$ cat src/rtl/mem_access_unit.sv
`timescale 1ns/1ps
// mem_access_unit
// Owns MAR and MDR and runs variable-latency read/write transactions
// against an external memory port. An access is started with mio_en
// (r_w sampled alongside), the request is held until mem_ack or until a
// programmable timeout expires, and completion is signalled by a
// one-cycle ready pulse. err reports that the last access timed out.
//
// Ports:
//   clk, rst_n          rising-edge clock, synchronous active-low reset
//   bus_in              global bus value (MAR takes the low ADDR_SIZE bits)
//   ld_mar, ld_mdr      load MAR / MDR from bus_in (idle only)
//   gate_mdr            drive MDR onto bus_out
//   bus_out, bus_out_en MDR (or 0) and its tristate enable
//   mio_en, r_w         start an access; 0 = read, 1 = write
//   ready, err, busy    completion pulse, timeout flag, not-idle
//   mem_addr, mem_wdata MAR and MDR towards memory
//   mem_req, mem_we     request (held until ack) and write strobe
//   mem_rdata, mem_ack  read data and completion from memory
module mem_access_unit #(
  parameter int WORDSIZE  = 16,
  parameter int ADDR_SIZE = 16,
  parameter int TIMEOUT   = 15
) (
  input  logic                 clk,
  input  logic                 rst_n,
  input  logic [WORDSIZE-1:0]  bus_in,
  input  logic                 ld_mar,
  input  logic                 ld_mdr,
  input  logic                 gate_mdr,
  output logic [WORDSIZE-1:0]  bus_out,
  output logic                 bus_out_en,
  input  logic                 mio_en,
  input  logic                 r_w,
  output logic                 ready,
  output logic                 err,
  output logic                 busy,
  output logic [ADDR_SIZE-1:0] mem_addr,
  output logic [WORDSIZE-1:0]  mem_wdata,
  output logic                 mem_req,
  output logic                 mem_we,
  input  logic [WORDSIZE-1:0]  mem_rdata,
  input  logic                 mem_ack
);

  localparam int CNT_W = (TIMEOUT < 1) ? 1 : $clog2(TIMEOUT + 1);
  // Last counter value on which a missing ack aborts the access; the
  // request is therefore held for exactly TIMEOUT cycles.
  localparam logic [CNT_W-1:0] CNT_LIMIT = (TIMEOUT == 0) ? '0 : CNT_W'(TIMEOUT - 1);

  typedef enum logic [1:0] {
    IDLE = 2'd0,
    REQ  = 2'd1,
    DONE = 2'd2
  } state_t;

  state_t               state_q, state_d;
  logic [ADDR_SIZE-1:0] mar_q, mar_d;
  logic [WORDSIZE-1:0]  mdr_q, mdr_d;
  logic [CNT_W-1:0]     cnt_q, cnt_d;
  logic                 err_q, err_d;
  logic                 we_q, we_d;
  logic [ADDR_SIZE-1:0] bus_addr;

  // MAR view of the bus: truncate a wider bus, zero-extend a narrower one.
  generate
    if (ADDR_SIZE <= WORDSIZE) begin : g_addr_trunc
      assign bus_addr = bus_in[ADDR_SIZE-1:0];
    end else begin : g_addr_ext
      assign bus_addr = {{(ADDR_SIZE-WORDSIZE){1'b0}}, bus_in};
    end
  endgenerate

  always_ff @(posedge clk) begin
    if (!rst_n) begin
      state_q <= IDLE;
      mar_q   <= '0;
      mdr_q   <= '0;
      cnt_q   <= '0;
      err_q   <= 1'b0;
      we_q    <= 1'b0;
    end else begin
      state_q <= state_d;
      mar_q   <= mar_d;
      mdr_q   <= mdr_d;
      cnt_q   <= cnt_d;
      err_q   <= err_d;
      we_q    <= we_d;
    end
  end

  always_comb begin
    state_d = state_q;
    mar_d   = mar_q;
    mdr_d   = mdr_q;
    cnt_d   = cnt_q;
    err_d   = err_q;
    we_d    = we_q;

    case (state_q)
      IDLE: begin
        // A start takes priority: the access uses the MAR/MDR held
        // before this edge, so bus loads in the same cycle are dropped.
        if (mio_en) begin
          we_d    = r_w;
          err_d   = 1'b0;
          cnt_d   = '0;
          state_d = REQ;
        end else begin
          if (ld_mar) mar_d = bus_addr;
          if (ld_mdr) mdr_d = bus_in;
        end
      end
      REQ: begin
        // An ack on the limit cycle still counts as a success.
        if (mem_ack) begin
          state_d = DONE;
          if (!we_q) mdr_d = mem_rdata;
        end else if ((TIMEOUT != 0) && (cnt_q == CNT_LIMIT)) begin
          state_d = DONE;
          err_d   = 1'b1;
        end else begin
          // With the timeout disabled this may wrap; nothing observes it.
          cnt_d = cnt_q + 1'b1;
        end
      end
      DONE: begin
        state_d = IDLE;
      end
      default: begin
        state_d = IDLE;
      end
    endcase
  end

  always_comb begin
    ready      = 1'b0;
    mem_req    = 1'b0;
    mem_we     = 1'b0;
    busy       = 1'b0;
    bus_out    = '0;
    bus_out_en = gate_mdr;

    if (state_q == REQ) begin
      mem_req = 1'b1;
      mem_we  = we_q;
    end
    if (state_q == DONE) ready = 1'b1;
    if (state_q != IDLE) busy  = 1'b1;
    if (gate_mdr) bus_out = mdr_q;
  end

  assign err       = err_q;
  assign mem_addr  = mar_q;
  assign mem_wdata = mdr_q;

endmodule

$ cat config.mk
export PLATFORM = sky130hd
export DESIGN_NAME = mem_access_unit
export DESIGN_NICKNAME = d
export VERILOG_FILES = /design/src/rtl/mem_access_unit.sv
export SDC_FILE = /design/constraint.sdc
export NUM_CORES = 1
export LEC_CHECK = 0
export ABC_AREA = 1
export CAP_MARGIN = 20
export CORE_AREA = 10 10 79 81
export DETAILED_ROUTE_END_ITERATION = 7
export DIE_AREA = 0 0 89 91
export PLACE_DENSITY = 0.83
export SYNTH_ARGS = -nofsm -noshare
export SYNTH_HDL_FRONTEND = slang
export SYNTH_SLANG_ARGS = --single-unit
$ cat constraint.sdc
create_clock -name clk -period 2.1 [get_ports clk]
set_input_delay 0.42 -clock clk [delete_from_list [all_inputs] [get_ports clk]]
set_output_delay 0.42 -clock clk [all_outputs]
set_load 0.005 [all_outputs]
==> summary.txt <==
Finish
  • Layout area overhead: 52.4%
  • Design area: 3090 µm²
  • Nets: 455
  • Post-Layout Cell Count: 467
  • Layout cells sized above 1: 6.05%
  • Filler Cell Count: 433
  • Antenna fix cells: 0
  • Final core occ: 66.2%

Power and ir drop
  • Total power: 1.96 mW
  • Max VDD drop: 0.380 mV
  • Pwr dens: 635 nW/µm²
  • Cell leakage power: 1.53 nW

Timing
  • Hold WS: 0.477 ns
  • RSZ-0062 raised after global routing: false
  • Slew @ Worst Pin: 0.286 ns
  • Skew final: 0.00662 ns
  • Tmin final: 2.00 ns
  • Final Cycle Share: 95.2%
  • Max_slew headroom: 80.9%
  • Slew Limit Fails: 0
  • Final hold violation count: 0
  • Fmax: 500 MHz
  • Final setup vio count: 0

Clock tree
  • Clk buf depth: 2
  • CTS clock-pin slew for the worst setup and hold paths: 0.07 ns
  • CTS tree: yes
  • Num CTS Buffers: 5
  • Hold-fix buffers, CTS: 0
  • Clk_lat worst skew: 0.29 ns
  • Root buffer cell: clkbuf_8
  • CTS sink cnt: 40
  • H-tree levels: 2

Critical path
  • Slowest stage cell, crit path: clkdlybuf4s50_1
  • Critical path endpoint category: output port
  • CP bufs+invs: 4
  • CP required: 1.68 ns
  • Crit path launch type: primary input
  • Crit-path max FO: 8
  • Setup CP Type: in2out
  • R2R Setup Slk: 0.51 ns
  • Slowest stage delay, CP: 0.49 ns
  • Reg2reg path depth: 9
  • Cell chain of the critical path: dlygate4sd2_1 -> bufbuf_16 -> nand2_1 -> inv_1 -> clkdlybuf4s50_1
  • R2r startpoint: state_q[0]
  • Arrival @ worst endpoint: 1.58 ns
  • R2r endpoint: mem_wdata[9]
  • Delay-heaviest family, CP: buffers and inverters

Floorplanning
  • Total Die Area: 8100 µm²
  • Die X: 89 µm
  • Num rows: 25
  • Die Y-Extent: 91 µm
  • Initial Util: 43.5%
  • Core Area: 4660 µm²
  • IO Count: 94

Synth
  • Largest cells by area after synthesis: dfxtp_1 40%, nand2_1 21%, nor2_1 13%
  • Synth top area share: 39.5%
  • Netlist cell types: 24
  • EDFF count, synth: 0
  • Top FF cell, synth: dfxtp_1
  • Mean Syn Cell Area: 6.31 µm²
  • Post-synthesis cell count: 321
  • Post-synthesis cell area: 2030 µm²
  • Post-synthesis async set-or-reset flop share: 0%
  • Net Count, Synth: 363
  • Cell accounting for the most synthesized area: dfxtp_1
  • Synthesized flop and latch total: 40
  • Ys Warns: 0
  • Top-count cell post-synth: nand2_1
  • Sequential fraction of the synthesis area: 39.5%
  • Top cells by count, synth: 111 x nand2_1, 71 x nor2_1, 42 x inv_1, 40 x dfxtp_1, 17 x o21ai_0

Placed design
  • Buffers on Ports: 93
  • Placer Congestion: 0.861
  • DPL Wire Length: 4.94 mm
  • Dpl cells: 459
  • Cell Area, Placed: 2980 µm²

Global route
  • Initial antenna violation count: 0
  • Global-route wire length before repair: 9.72 mm
  • Vias in the first global route: 2,088
  • Largest net degree at the start of global routing: 33
  • Gr ovfl total: 0
  • GRT Util Overall: 15.0%

Hold path
  • Worst Hold Class: reg2reg
  • Min-delay src: cnt_q[3]
  • Worst Hold Depth: 2
  • Worst hold path endpoint: cnt_q[3]

Route
  • Wirelength per Cell: 13.3 µm
  • ANT nets after route: 0
  • Iter 0 DRT Violations: 120
  • 1st-pass router iterations: 4
  • Wirelength, routed: 6.22 mm
  • Vias per std cell: 4.60
  • DRC errors left: 0
  • Via Count: 2,147

Job
  • Max-cap violations: 0

Status
  • Status: completed
==> where the power goes <==
part / internal, mW / total (mW) / switching (mW)
Combinational: 0.331 / 0.600 / 0.269
Clock: 0.226 / 0.479 / 0.253
Sequential: 0.830 / 0.880 / 0.0504
Total: 1.39 / 1.96 / 0.572
==> worst max path at each step <==
stage,from,end,slack [ns],cells past startpoint
after floorplan,gate_mdr,bus_out[10],0.65,4
after global placement,gate_mdr,bus_out[11],-0.01,5
after detailed placement,gate_mdr,bus_out[8],-0.03,5
after CTS,gate_mdr,bus_out[14],0.11,5
after global routing,gate_mdr,bus_out[15],0.04,5
final,gate_mdr,bus_out[2],0.1,5
==> layer usage <==
metal,part of all wire [%],GRT usage [%]
met3,8.1,4.74
met2,50,27.2
met1,41,15.8
met4,1.3,4.51
met5,0,0
==> cell type report <==
cell class	instances	area, µm²	share of cell area [%]
repair buffers	100	1030	33.4
multi-input cells	222	945	30.6
flip-flops and latches	40	801	25.9
inverters	44	165	5.35
clock buffers	6	72.6	2.35
well taps	54	67.6	2.19
clock inverters	1	5.00	0.162
==> sequential cells by signal (all words and copies together) (netlist names) <==
signal	cells
we_q	1
state_q	2
cnt_q	4
mem_wdata	16
err	1
mem_addr	16
==> tightest hold or removal path, cell delays in order, from the launching register on <==
cell and delay [ns]:
dfxtp_1 0.32, nand2_1 0.07, nand2_1 0.04
==> timing repair <==
action	4_1_cts	5_1_grt
buffers inserted	0	0
resized for setup	2	0
endpoints found under the setup margin	16	0
==> layout by cell type, fill, tap and decap left out <==
master / count
bufbuf_16: 1
a21oi_2: 1
inv_2: 2
inv_1: 42
nand3_1: 4
o21a_1: 1
clkbuf_8: 5
o21ai_0: 17
dlygate4sd2_1: 2
dfxtp_1: 40
clkinv_2: 1
a21oi_1: 4
nor3_1: 2
nand3_2: 2
ha_1: 2
clkbuf_1: 1
nor2_4: 1
nand2_2: 2
nand2_4: 1
buf_12: 2
clkdlybuf4s50_1: 91
nand3_4: 1
nor2_1: 71
nand2_1: 111
nor2_2: 2
buf_4: 4
==> through the flow <==
stage	setup TNS (ns)	worst slack [ns]
after detailed placement	-0.0775	-0.0316
after CTS	0	0.107
after global routing	0	0.0425
after global placement	-0.0239	-0.0115
after floorplan	0	0.648
final	0	0.0998
==> logic make-up after synthesis <==
kind of cell,synth area share [%]
flip-flops,39.5
adder cells (fa/ha/maj),1.24
buffers and inverters,13.8
AND/OR/NAND/NOR,39.4
AO/OA/AOI/OAI,5.99
No activity file was read; power rests on OpenSTA's default activity.
